--- src/rtl/apb5_regbank_pkg.sv ---
// Shared types for the APB5 register bank completer: security worlds,
// completer FSM states and the wait-state counter width.
// No ports; imported by apb5_regbank_decode and apb5_regbank_completer.
package apb5_regbank_pkg;

    localparam int WAIT_CNT_W = 4;

    // Encoding matches {pnse, pprot[1]} so the decode is a plain cast.
    typedef enum logic [1:0] {
        SECURE    = 2'b00,
        NONSECURE = 2'b01,
        ROOT      = 2'b10,
        REALM     = 2'b11
    } world_e;

    typedef enum logic {
        IDLE   = 1'b0,
        ACCESS = 1'b1
    } state_t;

    function automatic world_e world_decode(input logic nse, input logic prot1);
        return world_e'({nse, prot1});
    endfunction

    // Non-secure and Realm requesters may not touch Secure/Root-only registers.
    function automatic logic world_is_restricted(input world_e world);
        return (world == NONSECURE) || (world == REALM);
    endfunction

endpackage

--- src/rtl/apb5_regbank_decode.sv ---
// Combinational register-index and error decode of a captured APB5 request.
// Ports: addr/write/strb/world in (captured request); idx, err out.
// Errors: index out of range, unaligned address, read with strobes, world violation.
import apb5_regbank_pkg::*;

module apb5_regbank_decode #(
    parameter int                  ADDR_WIDTH  = 12,
    parameter int                  DATA_WIDTH  = 32,
    parameter int                  NUM_REGS    = 8,
    parameter int                  IDX_W       = 3,
    parameter logic [NUM_REGS-1:0] SECURE_MASK = '0
) (
    input  logic [ADDR_WIDTH-1:0]   addr,
    input  logic                    write,
    input  logic [DATA_WIDTH/8-1:0] strb,
    input  world_e                  world,
    output logic [IDX_W-1:0]        idx,
    output logic                    err
);

    localparam int LSB = $clog2(DATA_WIDTH / 8);
    localparam logic [ADDR_WIDTH-1:0] ALIGN_MASK = ADDR_WIDTH'((1 << LSB) - 1);

    logic [ADDR_WIDTH-1:0] full_idx;
    logic                  out_of_range;
    logic                  unaligned;
    logic                  secure_hit;

    assign full_idx     = addr >> LSB;
    assign out_of_range = (full_idx >= ADDR_WIDTH'(NUM_REGS));
    assign unaligned    = |(addr & ALIGN_MASK);
    assign idx          = full_idx[IDX_W-1:0];
    // Only look up the mask for an in-range index; out-of-range already errors.
    assign secure_hit   = !out_of_range && SECURE_MASK[idx];

    assign err = out_of_range | unaligned | (!write && (|strb))
               | (secure_hit && world_is_restricted(world));

endmodule

--- src/rtl/apb5_regbank_completer.sv ---
// APB5 (RME-aware) completer terminating in NUM_REGS read/write registers with
// programmable wait states, byte strobes and PSLVERR; registers exported on reg_q.
// Ports: APB5 completer signals (pclk/preset ... pbuser), reg_q, reg_wr_pulse.
// Optional macro APB5_REGBANK_USER_STORE_EN: per-register pwuser storage returned on pruser.
import apb5_regbank_pkg::*;

module apb5_regbank_completer #(
    parameter int                             ADDR_WIDTH      = 12,
    parameter int                             DATA_WIDTH      = 32,
    parameter int                             NUM_REGS        = 8,
    parameter int                             WAIT_STATES     = 0,
    parameter logic [NUM_REGS-1:0]            SECURE_MASK     = '0,
    parameter logic [NUM_REGS*DATA_WIDTH-1:0] RESET_VALUE     = '0,
    parameter int                             USER_REQ_WIDTH  = 4,
    parameter int                             USER_DATA_WIDTH = 4
) (
    input  logic                           pclk,
    input  logic                           preset,
    input  logic [ADDR_WIDTH-1:0]          paddr,
    input  logic [2:0]                     pprot,
    input  logic                           pnse,
    input  logic                           pselx,
    input  logic                           penable,
    input  logic                           pwrite,
    input  logic [DATA_WIDTH-1:0]          pwdata,
    input  logic [DATA_WIDTH/8-1:0]        pstrb,
    input  logic [USER_REQ_WIDTH-1:0]      pauser,
    input  logic [USER_DATA_WIDTH-1:0]     pwuser,
    output logic                           pready,
    output logic [DATA_WIDTH-1:0]          prdata,
    output logic                           pslverr,
    output logic [USER_DATA_WIDTH-1:0]     pruser,
    output logic [USER_REQ_WIDTH-1:0]      pbuser,
    output logic [NUM_REGS*DATA_WIDTH-1:0] reg_q,
    output logic [NUM_REGS-1:0]            reg_wr_pulse
);

    localparam int STRB_W = DATA_WIDTH / 8;
    localparam int IDX_W  = (NUM_REGS > 1) ? $clog2(NUM_REGS) : 1;

    state_t                    state;
    logic [WAIT_CNT_W-1:0]     cnt;

    logic [ADDR_WIDTH-1:0]     cap_addr;
    logic                      cap_write;
    logic [DATA_WIDTH-1:0]     cap_wdata;
    logic [STRB_W-1:0]         cap_strb;
    logic                      cap_nse;
    logic                      cap_prot1;
    logic [USER_REQ_WIDTH-1:0] cap_auser;

    logic [DATA_WIDTH-1:0]     regs [NUM_REGS];
    logic [IDX_W-1:0]          idx;
    logic                      err;
    logic                      wr_en;
    logic                      rd_ok;
    logic                      unused_ok;

    apb5_regbank_decode #(
        .ADDR_WIDTH  (ADDR_WIDTH),
        .DATA_WIDTH  (DATA_WIDTH),
        .NUM_REGS    (NUM_REGS),
        .IDX_W       (IDX_W),
        .SECURE_MASK (SECURE_MASK)
    ) u_decode (
        .addr  (cap_addr),
        .write (cap_write),
        .strb  (cap_strb),
        .world (world_decode(cap_nse, cap_prot1)),
        .idx   (idx),
        .err   (err)
    );

    // The completion cycle is the one where the registered pready is high;
    // the write lands on the edge that closes it.
    assign wr_en = (state == ACCESS) && pselx && pready && cap_write && !err;
    assign rd_ok = pready && !cap_write && !err;

    always_ff @(posedge pclk) begin
        if (preset) begin
            state     <= IDLE;
            cnt       <= '0;
            pready    <= 1'b0;
            cap_addr  <= '0;
            cap_write <= 1'b0;
            cap_wdata <= '0;
            cap_strb  <= '0;
            cap_nse   <= 1'b0;
            cap_prot1 <= 1'b0;
            cap_auser <= '0;
        end else begin
            case (state)
                IDLE: begin
                    // penable without a setup phase is ignored here.
                    if (pselx && !penable) begin
                        cap_addr  <= paddr;
                        cap_write <= pwrite;
                        cap_wdata <= pwdata;
                        cap_strb  <= pstrb;
                        cap_nse   <= pnse;
                        cap_prot1 <= pprot[1];
                        cap_auser <= pauser;
                        cnt       <= WAIT_CNT_W'(WAIT_STATES);
                        pready    <= (WAIT_STATES == 0);
                        state     <= ACCESS;
                    end
                end
                ACCESS: begin
                    if (!pselx) begin
                        // Requester abandoned the transfer.
                        pready <= 1'b0;
                        state  <= IDLE;
                    end else if (pready) begin
                        pready <= 1'b0;
                        state  <= IDLE;
                    end else if (penable) begin
                        // pready is registered, so raise it as cnt moves to 0.
                        cnt    <= cnt - 1'b1;
                        pready <= (cnt == WAIT_CNT_W'(1));
                    end
                end
                default: state <= IDLE;
            endcase
        end
    end

    always_ff @(posedge pclk) begin
        if (preset) begin
            reg_wr_pulse <= '0;
            for (int i = 0; i < NUM_REGS; i++) begin
                regs[i] <= RESET_VALUE[i*DATA_WIDTH +: DATA_WIDTH];
            end
        end else begin
            reg_wr_pulse <= '0;
            if (wr_en) begin
                // Pulse even for an all-zero strobe: the write was still committed.
                reg_wr_pulse[idx] <= 1'b1;
                for (int b = 0; b < STRB_W; b++) begin
                    if (cap_strb[b]) begin
                        regs[idx][b*8 +: 8] <= cap_wdata[b*8 +: 8];
                    end
                end
            end
        end
    end

    for (genvar gi = 0; gi < NUM_REGS; gi++) begin : g_reg_q
        assign reg_q[gi*DATA_WIDTH +: DATA_WIDTH] = regs[gi];
    end

    assign prdata  = rd_ok ? regs[idx] : '0;
    assign pslverr = pready && err;
    assign pbuser  = pready ? cap_auser : '0;

`ifdef APB5_REGBANK_USER_STORE_EN
    logic [USER_DATA_WIDTH-1:0] cap_wuser;
    logic [USER_DATA_WIDTH-1:0] user_store [NUM_REGS];

    always_ff @(posedge pclk) begin
        if (preset) begin
            cap_wuser <= '0;
            for (int i = 0; i < NUM_REGS; i++) begin
                user_store[i] <= '0;
            end
        end else begin
            if ((state == IDLE) && pselx && !penable) begin
                cap_wuser <= pwuser;
            end
            if (wr_en) begin
                user_store[idx] <= cap_wuser;
            end
        end
    end

    assign pruser    = rd_ok ? user_store[idx] : '0;
    assign unused_ok = ^{pprot[0], pprot[2]};
`else
    assign pruser    = '0;
    assign unused_ok = ^{pprot[0], pprot[2], pwuser};
`endif

endmodule

--- config.mk ---
export PLATFORM = sky130hd
export DESIGN_NAME = apb5_regbank_completer
export DESIGN_NICKNAME = d
export VERILOG_FILES = /design/src/rtl/apb5_regbank_pkg.sv /design/src/rtl/apb5_regbank_decode.sv /design/src/rtl/apb5_regbank_completer.sv
export SDC_FILE = /design/constraint.sdc
export NUM_CORES = 1
export LEC_CHECK = 0
export ABC_AREA = 1
export ABC_CLOCK_PERIOD_IN_PS = 2800
export BUFFER_PORTS_ARGS = -buffer_cell sky130_fd_sc_hd__buf_2
export CAP_MARGIN = 40
export CORE_ASPECT_RATIO = 1.5
export CORE_UTILIZATION = 51
export CTS_CLUSTER_DIAMETER = 80
export DETAILED_ROUTE_END_ITERATION = 6
export PLACE_DENSITY = 0.76
export SLEW_MARGIN = 10
export SYNTH_ARGS = -nofsm -noshare
export SYNTH_HDL_FRONTEND = slang
export SYNTH_SLANG_ARGS = --single-unit
export TNS_END_PERCENT = 50
--- constraint.sdc ---
create_clock -name pclk -period 2.8 [get_ports pclk]
set_input_delay 0.14 -clock pclk [delete_from_list [all_inputs] [get_ports pclk]]
set_output_delay 0.14 -clock pclk [all_outputs]
set_load 0.02 [all_outputs]
==> results.yml, run 1 <==
status:
  outcome: "finished, final reports clean"
die:
  start_util: 0.5209
  dieWidth_um: 145.8
  row_count: 78
  die_area_mm2: 0.03172
  fp.dieH_um: 217.6
  ios: 371
  coreArea_mm2: 0.03035
power_and_ir_drop:
  leakage_nw: 7.506
  combPwrFrac: 0.133
  powerDensity_mw_per_mm2: 565.0
  pwr-share-clk: 0.370
  p_sw_frac: 0.2687
  power_w: 0.01112
  ir_drop_v: 0.0005953
  power_switching_w: 0.002988
  intPower_w: 0.008132
  seqPwrFrac: 0.497
sta:
  fin_tns_setup_ns: 0
  finalHoldViolCount: 0
  relSlewSlack: 0.3979
  fin_crit_ns: 2.697
  slew_viol_final: 0
  fmax_mhz: 370.8
  finalCritPeriodShare: 0.9631
  worstMarginPinSlew_ns: 0.9032
  finalSetupViolations: 0
  rsz0062_at_grt: "false"
  fin_skew_ns: 0.02139
clocking:
  path_clk_slew_ns: 0.07
  clkSinkCount: 326
  clockRootBuffer: "clkbuf_16"
  cts_tree: "built"
  clock_latency_ns: 0.58
  cts_max_level: 1
  clockBufferDepth: 3
  numCtsBuffers: 30
synthesis:
  yosys_register_bits: 326
  yosysUniqueCellTypes: 23
  netlist_instances: 1472
  synth_area_per_cell_um2: 10.74
  synth_top_area_cell: "edfxtp_1"
  synth_area_leaders: "edfxtp_1 (49%), nor3_2 (15%), dfxtp_1 (8.9%)"
  ys_seq_area_frac: 0.5749
  yosys_warnings: 0
  synth.top_cell.area_share: 0.4862
  syn_area_mm2: 0.01581
cells_and_area:
  utilization: 0.6484
  drive_gt1_frac: 0.3871
  final_cell_mix: "buf_2 (358), nand2_1 (284), edfxtp_1 (256), nor3_2 (234), nand3_1 (129)"
  fin_cells: 2296
  final_nets: 1939
  fillers: 2273
  final_area_mm2: 0.01968
  syn_to_final_growth_pct: 24.49
  antenna_cells: 0
  layout_commonest_cell: "buf_2"
worst_setup_path:
  crit_end: "prdata[23]"
  path_class: "flop to output port"
  rr_worst_depth: 5
  crit_chain: "inv_4, buf_12, nand2_1, nand3_1, a21oi_1, nor3_1, buf_2"
  critPathSlowestCell: "dfxtp_4"
  worstReg2RegEnd: "regs[3][0]"
  reg2reg_from: "pready"
  crit_path_start_kind: "flop"
  endpoint_kind: "output port"
  critPathMaxStageDelay_ns: 0.47
  critPathMaxFanout: 37
  crit_required_ns: 2.66
  rrSetupSlack_ns: 0.44
  cp.arrival_ns: 2.56
routing:
  vias_per_cell: 5.754
  wl_per_cell_um: 21.40
  detail-route-antenna-nets: 0
  num_vias: 13210
  wl_um: 49130
  dr.first_iter.drc_count: 1039
  drc: 0
  first_pass_iters: 5
placed_design:
  postPlaceCellArea_mm2: 0.01804
  place_inst: 2173
  dp_hpwl_um: 33240
  place_congestion: 0.9116
  io_buffers: 358
run:
  maxCapViolCount: 0
hold_path:
  holdCritPathClass: "input pin to flop"
global_route:
  grt_pass1_wl_um: 73420
  grt.total_usage: 0.3054
  grt_pass1_vias: 12730
  grt_overflow_total: 0
  antenna_found_initial: 1
  grt_start_max_net_pins: 77
## per-layer routing
metal	global-route usage	vias up	wire, um
li1	-	5998	-
met1	0.3444	6362	17230
met2	0.5453	685	25350
met3	0.04665	164	3568
met4	0.1821	2	2967
met5	0	-	13
## through the flow
stage / setup WS, ns / hold WS, ns
floorplan: 0.5291 / 0.2091
detailed placement: 0.4664 / 0.3962
finish: 0.1033 / 0.01974
global route: 0.01305 / 0.04568
global placement: 0.5615 / 0.3908
CTS: 0.1330 / 0.03233
## critical path: cells and delay by family (launching register included)
| kind | cells | cell delay, ns |
|---|---|---|
| AOI/OAI and AO/OA | 1 | 0.08 |
| buffers and inverters | 3 | 0.90 |
| and+or+nand+nor | 3 | 0.49 |
| DFF | 1 | 0.47 |
## state kept, by name, summed over array words and instances (netlist names), 4 cells and up, named ones only
register and count:
regs 256, cap_addr 12, cap_strb 4, reg_wr_pulse 8, cnt 4, cap_auser 4
cap_wdata 32
## power by group through the flow
stage / sequential [W] / clock, W / combinational, W
4_1_cts: 0.00552 / 0.00415 / 0.00146
3_5_place_dp: 0.00562 / 0 / 0.00139
6_report: 0.00552 / 0.00412 / 0.00148
2_1_floorplan: 0.00574 / 0 / 0.000756
5_1_grt: 0.00554 / 0.00434 / 0.00158
3_3_place_gp: 0.00562 / 0 / 0.00136
## logic make-up after synthesis
family / synth area share
AND/OR/NAND/NOR: 0.2976
flip-flops: 0.5749
AO/OA/AOI/OAI: 0.06458
buffers and inverters: 0.06117
adder cells (fa/ha/maj): 0.001583
other: 0.0002372
## worst min-delay path by stage
stage                     cells past startpoint  slack [ns]      endpoint      start
final                                         3        0.02          flop   paddr[4]
after global routing                          3        0.05          flop   paddr[4]
after CTS                                     3        0.03          flop   paddr[4]
after detailed placement                      3        0.40  cap_auser[3]  pauser[3]
after global placement                        3        0.39  cap_auser[0]  pauser[0]
after floorplan                               1        0.21  cap_addr[11]     preset
## final cells by class
type	instances	area (um2)	share of cell area
tap	400	500.5	0.02543
sequential	326	9095	0.4621
multi-input combinational	953	5778	0.2936
timing repair buffer	494	3070	0.1560
clock buffer	38	812.0	0.04126
inverter	67	257.7	0.01310
clock inverter	18	167.7	0.008519
## synth_stat cells
cell type  number
nand2_2         1
ha_1            2
conb_1          1
edfxtp_1      256
buf_4           7
nand4_4         9
nand2_1       284
nor2_1         18
clkbuf_1       64
nand3_1       130
a21oi_1       122
clkinv_1       32
nor3_2        234
o21ai_0        82
nand3_2         3
buf_1          19
nor2_8          2
dfxtp_1        70
buf_2          14
buf_6          25
inv_2           6
inv_1          29
nor3_1         62
## timing repair
| action | CTS | global route |
|---|---|---|
| setup buffers | 4 | 0 |
| resized for setup | 0 | 0 |
| endpoints found under the hold margin | 56 | 0 |
| setup endpoints to repair | 12 | 0 |
| hold buffers | 63 | 0 |
(Power assumes the default switching activity.)
==> inputs of run 2 (changes only) <==
--- a/config.mk
+++ b/config.mk
@@ -6,14 +6,15 @@
 export NUM_CORES = 1
 export LEC_CHECK = 0
 export ABC_AREA = 1
-export ABC_CLOCK_PERIOD_IN_PS = 2800
+export ABC_CLOCK_PERIOD_IN_PS = 2200
 export BUFFER_PORTS_ARGS = -buffer_cell sky130_fd_sc_hd__buf_2
 export CAP_MARGIN = 40
 export CORE_ASPECT_RATIO = 1.5
-export CORE_UTILIZATION = 51
+export CORE_UTILIZATION = 49
 export CTS_CLUSTER_DIAMETER = 80
 export DETAILED_ROUTE_END_ITERATION = 6
-export PLACE_DENSITY = 0.76
+export HOLD_SLACK_MARGIN = 0.05
+export PLACE_DENSITY = 0.73
 export SLEW_MARGIN = 10
 export SYNTH_ARGS = -nofsm -noshare
 export SYNTH_HDL_FRONTEND = slang
==> constraint.sdc (replaced) <==
create_clock -name pclk -period 2.2 [get_ports pclk]
set_input_delay 0.11 -clock pclk [delete_from_list [all_inputs] [get_ports pclk]]
set_output_delay 0.11 -clock pclk [all_outputs]
set_load 0.02 [all_outputs]
==> run 2 against run 1 <==
The run now ends with setup timing left. Wire length is 8.0% higher. Core utilization is 0.81 points higher. Cell area is 6.2% higher. Clock skew is 0.0050 ns higher. Hold slack better by 0.075 ns. Die area is 4.0% higher. Sequential power is 27% higher. Critical endpoint unchanged. Largest cell class unchanged.
==> results.yml, run 2 (synthesis results as in run 1) <==
status:
  outcome: "finished, violations left"
  violations: "setup timing"
worst_setup_path:
  critPathSlowestCell: "dfxtp_2"
  crit_path_start_kind: "flop"
  crit_required_ns: 2.09
  path_class: "flop to output port"
  critPathMaxFanout: 7
  endpoint_kind: "output port"
  crit_chain: "nor2_2, nand3_2, nor2_8, nand4_4, buf_12, buf_12, nor3_4, buf_6"
  critPathMaxStageDelay_ns: 0.32
  crit_family: "simple AND/OR/NAND/NOR gates"
  cp.arrival_ns: 2.10
  worstPathBufferInverterCount: 3
  crit_path_frequent_cell: "buf_12"
routing:
  wl_per_cell_um: 22.61
  detail-route-antenna-nets: 0
  dr.first_iter.drc_count: 801
  vias_per_cell: 5.778
  wl_um: 53040
  num_vias: 13560
  drc: 0
  first_pass_iters: 6
global_route:
  grt_pass1_wl_um: 73450
  grt_overflow_total: 0
  grt_pass1_vias: 12660
  antenna_found_initial: 1
  grt_start_max_net_pins: 77
  grt.total_usage: 0.2980
sta:
  finalCritPeriodShare: 1.002
  slew_viol_final: 0
  finalSetupViolations: 1
  fin_crit_ns: 2.205
  fin_ws_ns: -0.005391
  rsz0062_at_grt: "true"
  relSlewSlack: 0.5005
  fmax_mhz: 453.4
  fin_skew_ns: 0.02641
  worstMarginPinSlew_ns: 0.7493
  finalHoldViolCount: 0
  hold_slack_ns: 0.09468
hold_path:
  holdCritPathClass: "input pin to flop"
power_and_ir_drop:
  leakage_nw: 7.878
  powerDensity_mw_per_mm2: 694.1
  ir_drop_v: 0.0007288
  power_w: 0.01450
run:
  maxCapViolCount: 0
placed_design:
  io_buffers: 358
  dp_hpwl_um: 33600
  postPlaceCellArea_mm2: 0.01822
  place_congestion: 0.9116
die:
  dieWidth_um: 148.7
  ios: 371
  coreArea_mm2: 0.03183
  fp.dieH_um: 222.0
  die_area_mm2: 0.03300
  row_count: 80
  start_util: 0.4967
cells_and_area:
  layout_commonest_cell: "buf_2"
  final_area_mm2: 0.02090
  drive_gt1_frac: 0.4329
  syn_to_final_growth_pct: 32.18
  final_nets: 1980
  largest_register_ff_count: 256
  antenna_cells: 0
  regMostFlops: "regs"
  final_cell_mix: "buf_2 (329), nand2_1 (284), edfxtp_1 (256), nor3_2 (242), nand3_1 (129)"
  largestRegisters: "regs x256, cap_wdata x32, cap_addr x12"
  utilization: 0.6565
clocking:
  clock_latency_ns: 0.58
  cts_tree: "built"
  clkSinkCount: 326
  path_clk_slew_ns: 0.06
  clockBufferDepth: 3
  cts_max_level: 1
  clockRootBuffer: "clkbuf_16"
  numCtsBuffers: 29
run 2: stage by stage:
step	cells	setup slack [ns]	setup TNS [ns]
CTS	2325	-0.08210	-1.025
global route	2346	-0.06879	-1.037
floorplan	1475	-0.07089	-18.02
detailed placement	2199	0.1226	0
finish	2346	-0.005391	-0.005391
global placement	2199	0.1714	0
run 2: cell type report:
| type | count | area, um2 |
|---|---|---|
| inverters | 67 | 271.5 |
| repair buffers | 534 | 3839 |
| well taps | 410 | 513.0 |
| flip-flops and latches | 326 | 9100 |
| fillers | 2426 | 10930 |
| repair inverters | 2 | 17.52 |
| multi-input cells | 953 | 6183 |
| clock inverters | 12 | 168.9 |
| clock buffers | 42 | 804.5 |
run 2: report_power, final:
part	total [W]	internal [W]	switching [W]
registers	0.00702	0.00685	0.000169
clock network	0.00527	0.00301	0.00226
logic	0.00221	0.000689	0.00152
run 2: final timing paths:
| kind | start | to | slack (ns) | depth (start not counted) |
|---|---|---|---|---|
| min | pselx | state | 0.09 | 5 |
| min reg2reg | cap_addr[10] | cap_addr[10] | 0.48 | 2 |
| max | cap_addr[0] | prdata[23] | -0.005 | 8 |
| max reg2reg | cap_addr[0] | regs[3][19] | 0.12 | 7 |
run 2: layer usage:
metal	share of wire	wire (um)	global-route usage
met5	0.00025	13	0
met4	0.065	3474	0.1866
met3	0.074	3935	0.05041
met2	0.51	27300	0.5196
met1	0.35	18320	0.3343
run 2: timing repair:
action                                  4_1_cts  5_1_grt
endpoints found under the setup margin       32       94
gates cloned                                  2       10
buffers inserted                              5       11
resized for setup                            72       87
hold buffers                                 65        0
pin swaps                                     6        9
endpoints found under the hold margin        58        0
run 2: worst min-delay path, cell delays in order:
cell and delay [ns]:
buf_2 0.12, nand2_1 0.18, inv_1 0.08, nand2_1 0.06, a21oi_1 0.05
